[src/rtl/div_arbiter.sv]
// div_arbiter: round-robin two-requester front end for the shared iterative
// divide unit. Accepts one op at a time, latches operands, pulses the divider
// start, waits for done (with a watchdog), and returns the result to the
// owning requester. Requester kills discard the in-flight result.
//
// Ports:
//   clk_i, rst_i                 clock, synchronous active-high reset
//   req_valid_i/req_ready_o      per-requester request handshake (2 bits)
//   req_a_i/req_b_i/req_op_i     packed operands / funct3, requester i in slice i
//   kill_i                       per-requester flush
//   rsp_valid_o/rsp_ready_i      per-requester response handshake
//   rsp_data_o                   shared result bus, zero when no response
//   div_start_o/div_a_o/div_b_o/div_op_o   divide unit issue side
//   div_result_i/div_done_i      divide unit completion side
//   busy_o/owner_o/timeout_o     status
module div_arbiter #(
  parameter int unsigned XLEN           = 32,
  parameter int unsigned TIMEOUT_CYCLES = 64
) (
  input  logic              clk_i,
  input  logic              rst_i,
  input  logic [1:0]        req_valid_i,
  output logic [1:0]        req_ready_o,
  input  logic [2*XLEN-1:0] req_a_i,
  input  logic [2*XLEN-1:0] req_b_i,
  input  logic [5:0]        req_op_i,
  input  logic [1:0]        kill_i,
  output logic [1:0]        rsp_valid_o,
  output logic [XLEN-1:0]   rsp_data_o,
  input  logic [1:0]        rsp_ready_i,
  output logic              div_start_o,
  output logic [XLEN-1:0]   div_a_o,
  output logic [XLEN-1:0]   div_b_o,
  output logic [2:0]        div_op_o,
  input  logic [XLEN-1:0]   div_result_i,
  input  logic              div_done_i,
  output logic              busy_o,
  output logic              owner_o,
  output logic              timeout_o
);

  localparam int unsigned WD_W = $clog2(TIMEOUT_CYCLES + 1);

  typedef enum logic [1:0] {
    S_IDLE,
    S_ISSUE,
    S_WAIT,
    S_RESP
  } state_e;

  state_e            state_q;
  logic              owner_q;
  logic              rr_q;
  logic              killed_q;
  logic [XLEN-1:0]   a_q;
  logic [XLEN-1:0]   b_q;
  logic [2:0]        op_q;
  logic [XLEN-1:0]   res_q;
  logic [WD_W-1:0]   wd_q;

  logic [1:0]        eligible;
  logic              gnt_valid;
  logic              gnt_idx;
  logic              own_kill;
  logic              own_ready;
  logic              wd_expired;

  // Arbitration: rr_q breaks ties, otherwise the lone eligible requester wins.
  always_comb begin
    eligible   = req_valid_i & ~kill_i;
    gnt_valid  = |eligible;
    gnt_idx    = (&eligible) ? rr_q : eligible[1];
    own_kill   = kill_i[owner_q];
    own_ready  = rsp_ready_i[owner_q];
    wd_expired = (wd_q == WD_W'(TIMEOUT_CYCLES - 1));

    req_ready_o = 2'b00;
    if (state_q == S_IDLE && gnt_valid) begin
      req_ready_o[gnt_idx] = 1'b1;
    end

    // A kill in RESP suppresses the response in the same cycle.
    rsp_valid_o = 2'b00;
    rsp_data_o  = '0;
    if (state_q == S_RESP && !own_kill) begin
      rsp_valid_o[owner_q] = 1'b1;
      rsp_data_o           = res_q;
    end

    timeout_o = (state_q == S_WAIT) && !div_done_i && wd_expired;
  end

  assign div_start_o = (state_q == S_ISSUE);
  assign div_a_o     = a_q;
  assign div_b_o     = b_q;
  assign div_op_o    = op_q;
  assign busy_o      = (state_q != S_IDLE);
  assign owner_o     = owner_q;

  // Sequencer state and datapath latches.
  always_ff @(posedge clk_i) begin
    if (rst_i) begin
      state_q  <= S_IDLE;
      owner_q  <= 1'b0;
      rr_q     <= 1'b0;
      killed_q <= 1'b0;
      a_q      <= '0;
      b_q      <= '0;
      op_q     <= '0;
      res_q    <= '0;
      wd_q     <= '0;
    end else begin
      case (state_q)
        S_IDLE: begin
          if (gnt_valid) begin
            a_q      <= gnt_idx ? req_a_i[2*XLEN-1:XLEN] : req_a_i[XLEN-1:0];
            b_q      <= gnt_idx ? req_b_i[2*XLEN-1:XLEN] : req_b_i[XLEN-1:0];
            op_q     <= gnt_idx ? req_op_i[5:3] : req_op_i[2:0];
            owner_q  <= gnt_idx;
            rr_q     <= ~gnt_idx;
            killed_q <= 1'b0;
            state_q  <= S_ISSUE;
          end
        end
        S_ISSUE: begin
          wd_q    <= '0;
          state_q <= S_WAIT;
          if (own_kill) killed_q <= 1'b1;
        end
        S_WAIT: begin
          if (div_done_i) begin
            // Kill wins over a simultaneous done.
            if (killed_q || own_kill) begin
              state_q <= S_IDLE;
            end else begin
              res_q   <= div_result_i;
              state_q <= S_RESP;
            end
          end else if (wd_expired) begin
            state_q <= S_IDLE;
          end else begin
            wd_q <= wd_q + WD_W'(1);
            if (own_kill) killed_q <= 1'b1;
          end
        end
        S_RESP: begin
          if (own_kill || own_ready) state_q <= S_IDLE;
        end
        default: state_q <= S_IDLE;
      endcase
    end
  end

endmodule

[config.mk]
export PLATFORM = sky130hd
export DESIGN_NAME = div_arbiter
export DESIGN_NICKNAME = d
export VERILOG_FILES = /design/src/rtl/div_arbiter.sv
export SDC_FILE = /design/constraint.sdc
export NUM_CORES = 1
export LEC_CHECK = 0
export ABC_AREA = 0
export CAP_MARGIN = 20
export CORE_ASPECT_RATIO = 1.75
export CORE_MARGIN = 2
export CORE_UTILIZATION = 40
export DETAILED_ROUTE_END_ITERATION = 6
export PLACE_DENSITY = 0.86
export REMOVE_ABC_BUFFERS = 1
export SKIP_CTS_REPAIR_TIMING = 1
export SYNTH_ARGS = -nofsm -noshare
export SYNTH_HDL_FRONTEND = slang
export SYNTH_SLANG_ARGS = --single-unit
[constraint.sdc]
create_clock -name clk_i -period 4.3 [get_ports clk_i]
set_input_delay 0.645 -clock clk_i [delete_from_list [all_inputs] [get_ports clk_i]]
set_output_delay 0.645 -clock clk_i [all_outputs]
set_load 0.01 [all_outputs]
* Word level (Yosys, flattened, before mapping)
Cells that the tools add are included.
Word-level totals: bits in registers 111, input bits 175, output and inout port bits 107, logic and storage cells 77
Cells by class: add/subtract/negate cells 1, $lt $le $gt $ge 4, equal/unequal tests 9, muxes and demuxes 29, bitwise operators 4, reductions and logical operators 21
Operator list (number):
- $mux W32 | 3
- $mux W2 | 7
- $mux W7 | 2
- $pmux W7 S2 | 1
- $mux W1 | 11
- $reduce_and A3 Y1 | 3
- $pmux W2 S4 | 1
- $add A7 B1 Y7 const B | 1
- $eq A7 B6 Y1 const B | 1
- $logic_and A1 B1 Y1 | 6
- $ne A2 B2 Y1 const B | 3
- $eq A2 B2 Y1 const B | 2
- $lt A1 B2 Y1 const B | 2
- $reduce_and A2 Y1 | 2
- $reduce_and A4 Y1 | 1
- $reduce_bool A2 Y1 | 2
- $mux W3 | 1
- $ne A3 B3 Y1 const B | 1
- $pmux W1 S3 | 1
- $reduce_bool A3 Y1 | 1
- $and A2 B2 Y2 | 1
- $demux W1 S1 | 2
- $eq A2 B1 Y1 const B | 1
- $ge A1 B1 Y1 const B | 2
- 7 further kinds | 10

* Longest topological paths before layout
Gate-level depths: netlist of the first run.
depth after elaboration 9, gate-level depth with buffers 9, mapped depth without buffers 6

* Least setup slack after synthesis of the first run
OpenSTA, ideal clock, no wires.
path type input-to-output, from in kill_i[1], to out rsp_data_o[10], arrival time 1.357 ns, required time 3.655 ns, path slack 2.298 ns, stages on the path 3, path buffers 1, cell sequence mux2i_2 -> clkbuf_1 -> and3_1
On the way: word-level cells in the longest chain between the ends 5
Ends and longest elaborated chain:
- start, declared | line 27 | input logic [1:0] kill_i,
- $mux W1 (implied by the code) (2 in series) | line 73 | own_kill = kill_i[owner_q];
- $logic_not A1 Y1 | line 85 | if (state_q == S_RESP && !own_kill) begin
- $logic_and A1 B1 Y1 | line 85
- $mux W32 | line 85
- end, declared | line 29 | output logic [XLEN-1:0] rsp_data_o,
No other way between the ends. The select of a mux whose other input is x is not followed.

* Final worst setup path of the first run
from in kill_i[1], to out req_ready_o[0]
On the way: word-level cells in the longest chain between the ends 9, elaborated cells between the ends (all ways) 12, classes of those cells order compare (2); mux (4); bitwise (2); reduce/logical (4)
Ends and longest elaborated chain:
- $not A2 Y2 * | line 70 | eligible = req_valid_i & ~kill_i;
- $and A2 B2 Y2 * | line 70
- $reduce_and A2 Y1 | line 72 | gnt_idx = (&eligible) ? rr_q : eligible[1];
- $mux W1 | line 72
- $lt A1 B2 Y1 (implied by the code) or $ge A1 B1 Y1 (tied branches) | line 79 | req_ready_o[gnt_idx] = 1'b1;
- $logic_and A1 B1 Y1 (implied by the code) | line 79
- $mux W1 (implied by the code) | line 79
- $demux W1 S1 | line 79
- $mux W2 * | line 78 | if (state_q == S_IDLE && gnt_valid) begin
- end, declared | line 23 | output logic [1:0] req_ready_o,
Every way passes the cells marked *; elsewhere a longest branch is shown, timed or not.

==> results of run 1 <==
==> worst max-delay path: cells and delay by family <==
family | cells | cell delay [ns]
AND/OR/NAND/NOR | 1 | 0.13
buffers and inverters | 2 | 1.20
AO/OA/AOI/OAI | 1 | 0.50
==> synthesized netlist by cell type, drive strengths merged, types with 2 or more instances <==
| cell | count |
|---|---|
| o21bai | 2 |
| dfxtp | 111 |
| and3 | 35 |
| nor2 | 70 |
| nor3b | 3 |
| o21ai | 6 |
| inv | 6 |
| nand2 | 70 |
| nand4 | 2 |
| a211oi | 3 |
| nor3 | 2 |
| nand2b | 5 |
| buf | 17 |
| ha | 7 |
| clkbuf | 32 |
| a222oi | 67 |
| a21oi | 37 |
| nand3 | 5 |
==> layer usage <==
| metal | vias up | global-route usage [%] | part of all wire, % |
|---|---|---|---|
| li1 | 2366 | - | - |
| met1 | 2425 | 29.1 | 36 |
| met2 | 295 | 47.7 | 53 |
| met3 | 47 | 4.93 | 7.3 |
| met4 | 0 | 12.1 | 3.9 |
| met5 | - | 0 | 0 |
==> sequential cells by signal (all words and copies together) (netlist names) <==
signal,flops
div_a_o,32
div_b_o,32
res_q,32
wd_q,7
div_op_o,3
state_q,2
killed_q,1
owner_o,1
rr_q,1
==> cell type report <==
type,count,area (um^2),share of cell area [%]
tap,132,165,2.16
multi-input combinational,334,2060,26.9
inverter,6,22.5,0.295
timing repair buffer,288,2860,37.5
clock buffer,11,233,3.05
sequential,111,2220,29.1
clock inverter,3,68.8,0.902
==> report_power, final <==
part | switching (mW) | internal (mW)
sequential | 0.0892 | 1.16
clock | 0.358 | 0.507
combinational | 0.520 | 0.544
==> logic make-up after synthesis <==
logic type,after synthesis,share of synthesized area [%]
fa+ha+maj,7,1.94
buf+inv,55,5.67
simple gates,198,19.9
mux,1,0.304
flops,111,49.1
compound gates,128,23.1
==> worst paths after layout <==
path         slack (ns)  cells after the start        from        endpoint
max                1.17                      4   kill_i[1]  req_ready_o[0]
min                0.45                      2   res_q[20]       res_q[20]
max reg2reg        1.76                      7  state_q[0]     div_b_o[13]
min reg2reg        0.45                      2   res_q[20]       res_q[20]
==> flow_summary.ini, run 1 <==
[status]
outcome = finished, violations left
violations = DRC

[detailed_routing]
drt_iter0_markers = 567
drc = 4
drt_wl_total_mm = 16.8
avgViaCountPerCell = 5.80
firstDrtPassIters = 7
wl_per_cell_um = 19.0
num_vias = 5133
postRouteAntennaNets = 0

[critical_path]
crit_path_end_kind = output port
slowest_stage = clkdlybuf4s50_1
max_stage_delay_ns = 0.64
cp_max_fo = 9
cpMostUsedCell = clkdlybuf4s50_1
crit_type = in -> out
arrival_ns = 2.48
crit_required_ns = 3.65
cp_cell_sequence = clkdlybuf4s50_1, nor2b_1, a211oi_4, clkdlybuf4s50_1
startpoint_type = primary input

[cells_and_area]
fin_cells = 885
utilization_pct = 68.7
fin_area_um2 = 7630
final_common_cell = clkdlybuf4s50_1
diodes = 0
syn_to_final_growth_pct = 68.6
final_cell_mix = clkdlybuf4s50_1, dfxtp_1, nand2_1, nor2_1, a222oi_1
drive_above_1_share_pct = 3.59
nFillCells = 844
nNetsFinal = 932

[place]
hpwlAfterDp_mm = 12.3
io_buffers = 281
dpl.cell_count = 871
place_area_um2 = 7330
place_ws_ns = 1.17
gp_congestion = 0.888

[sta]
fin_skew_ns = 0.00891
setup_viol = 0
finalSetupTns_ns = 0
tightest_slew_ns = 0.902
max_freq_ghz = 0.320
hold_ws_ns = 0.451
layout_min_cycle_time_ns = 3.13
fin_crit_sh_pct = 72.7
maxSlewHeadroom_pct = 39.9
hold_viol = 0
drv_slew = 0
rsz0062_at_grt = false
postLayoutSetupSlackWorst_ns = 1.17

[synth]
yosysTopAreaCell = dfxtp_1
yosys_most_used_dff = dfxtp_1
syn-cell-area_um2 = 4530
synthTopCellsByArea = dfxtp_1, a222oi_1, nand2_1
yosys_warnings = 0
synth_edf_count = 0
synth_cell_types = 44
ys_seq_area_share_pct = 49.1
yosysTopAreaCellShare_pct = 49.1
ys_ff_latch = 111
avgSynthCellArea_um2 = 9.05
synth_cells = 500
synthArstFlopShare_pct = 0

[pwr]
p_per_area_nw_per_um2 = 417
power_leakage_nw = 2.86
p_total_mw = 3.18
vdd_drop_max_mv = 0.234

[min_path]
hold_path_class = reg -> reg

[grt]
grt_remaining_overflow = 0
grt_pass1_wl_mm = 25.5
grt_max_degree = 69
grt_antenna_before_repair = 0
first_global_vias = 4983
grt_usage_pct = 26.1

[clocking]
clock_latency_ns = 0.34
cts_max_level = 3
clock_sinks = 111
root_buffer = clkbuf_16
cts_tree = done
numCtsBuffers = 9
cts_buffer_depth = 2
clkTransAtPathRegs_ns = 0.07

[floorplan]
fp.dieH_um = 145
io_pins = 282
die_area_um2 = 12200
initial_utilization_pct = 40.8
die_width_um = 84.4
rows = 51
core_um2 = 11100

[job]
drv_cap = 0
Power figures use the tool's default switching activity.
==> inputs of run 2 (changes only) <==
CORE_UTILIZATION = 33   (was 40)
PLACE_DENSITY = 0.76   (was 0.86)
clock period = 2.8 ns   (was 4.3 ns; I/O delays follow)
==> run 2 against run 1 <==
- the run still ends with DRC left
- die area up 20%
- final cell count is 5.3% higher
- cell area grew 1.0%
- clock power grew 45%
- utilization down 11 points
- register-to-register slack worse by 1.2 ns
- count of clock-buffer cells in the layout is 1 lower
- hold slack better by 0.0010 ns
- combinational power up 58%
- critical endpoint is now timeout_o
- largest power group unchanged
- highest routed layer unchanged
==> flow_summary.ini, run 2 (same netlist as run 1, synthesis figures left out) <==
[cells_and_area]
syn_to_final_growth_pct = 70.3
drive_above_1_share_pct = 4.49
multi_input_area_um2 = 2060
final_cell_mix = clkdlybuf4s50_1, dfxtp_1, nand2_1, nor2_1, a222oi_1
regArea_um2 = 2220
final_common_cell = clkdlybuf4s50_1
nNetsFinal = 935
fin_area_um2 = 7710
nFillCells = 1162
diodes = 0

[place]
gp_congestion = 0.799
io_buffers = 281
hpwlAfterDp_mm = 12.4
place_ws_ns = 0.204
place_area_um2 = 7420

[sta]
hold_viol = 0
rsz0062_at_grt = false
fin_crit_sh_pct = 93.6
layout_min_cycle_time_ns = 2.62
drv_slew = 0
maxSlewHeadroom_pct = 49.5
finalSetupTns_ns = 0
postLayoutSetupSlackWorst_ns = 0.178
tightest_slew_ns = 0.758
fin_skew_ns = 0.0134
max_freq_ghz = 0.381
setup_viol = 0

[detailed_routing]
wl_per_cell_um = 18.5
dr_wl_met3_mm = 1.50
postRouteAntennaNets = 0
dr_wl_met2_mm = 9.06
drc = 10
avgViaCountPerCell = 5.52
highest_layer = met4
drt_iter0_markers = 454
firstDrtPassIters = 7
met1_length_mm = 5.93
drt_wl_total_mm = 17.3
num_vias = 5147

[grt]
grt_max_degree = 69
first_global_vias = 5370
grt_remaining_overflow = 0
grt_antenna_before_repair = 0
grt_pass1_wl_mm = 26.4
grt_usage_pct = 22.3

[floorplan]
core_um2 = 13400
die_width_um = 92.5
fp.dieH_um = 159
initial_utilization_pct = 33.8
io_pins = 282
die_area_um2 = 14700
rows = 56

[min_path]
min_to = res_q[20]
hp-start = res_q[20]
holdPathStages = 2
hold_path_class = reg -> reg

[pwr]
vdd_drop_max_mv = 0.320
power_leakage_nw = 2.88
p_total_mw = 4.84
p_per_area_nw_per_um2 = 628

[critical_path]
arrival_ns = 2.20
r2r-start = state_q[0]
rr_worst_depth = 7
cp_max_fo = 10
startpoint_type = flop
rrSetupSlack_ns = 0.59
crit_required_ns = 2.38
cp_cell_sequence = inv_1, ha_1, nand2b_1, nor3_1, clkdlybuf4s50_1
crit_type = reg -> out
crit_path_end_kind = output port
r2r_end = div_b_o[19]
slowest_stage = clkdlybuf4s50_1
max_stage_delay_ns = 0.59

[clocking]
clkTransAtPathRegs_ns = 0.07
clock_sinks = 111
clock_latency_ns = 0.34
numCtsBuffers = 9
cts_buffer_depth = 2
cts_max_level = 3
root_buffer = clkbuf_16
cts_tree = done

[status]
violations = DRC
outcome = finished, violations left

[job]
drv_cap = 0
## run 2: cell type report
class | count | area share (%)
Clock buffer | 10 | 3.10
Clock inverter | 6 | 0.666
Inverter | 6 | 0.292
Multi-Input combinational cell | 334 | 26.7
Sequential cell | 111 | 28.8
Tap cell | 174 | 2.83
Timing Repair Buffer | 291 | 37.6
## run 2: worst max-delay path by stage
stage / start / to / depth (start not counted)
floorplan: state_q[0] / div_a_o[0] / 6
global placement: req_valid_i[1] / req_ready_o[1] / 4
detailed placement: kill_i[0] / rsp_data_o[5] / 5
CTS: state_q[0] / timeout_o / 5
global route: state_q[0] / timeout_o / 5
finish: state_q[0] / timeout_o / 5
## run 2: metrics by stage
step	utilization, %	std cells	hold slack (ns)
4_1_cts	57.6	932	0.455
6_report	57.6	932	0.452
5_1_grt	57.6	932	0.461
2_1_floorplan	-	451	0.426
3_5_place_dp	55.4	916	0.444
3_3_place_gp	55.4	916	0.437
## run 2: worst max-delay path: cells and delay by family, from the launching register on
kind          cells  cell delay, ns
buf+inv           2            0.73
flops             1            0.37
simple gates      2            0.43
fa+ha+maj         1            0.35
## run 2: report_power, final
part,internal [mW],switching (mW),total [mW],leakage [nW]
clock,0.644,0.608,1.25,0.145
sequential,1.78,0.132,1.91,0.904
combinational,0.851,0.820,1.67,1.83
## run 2: per-layer routing
| layer | vias to the layer above | track usage [%] |
|---|---|---|
| li1 | 2378 | - |
| met1 | 2443 | 22.6 |
| met2 | 279 | 40.6 |
| met3 | 47 | 6.59 |
| met4 | 0 | 10.9 |
| met5 | - | 0 |
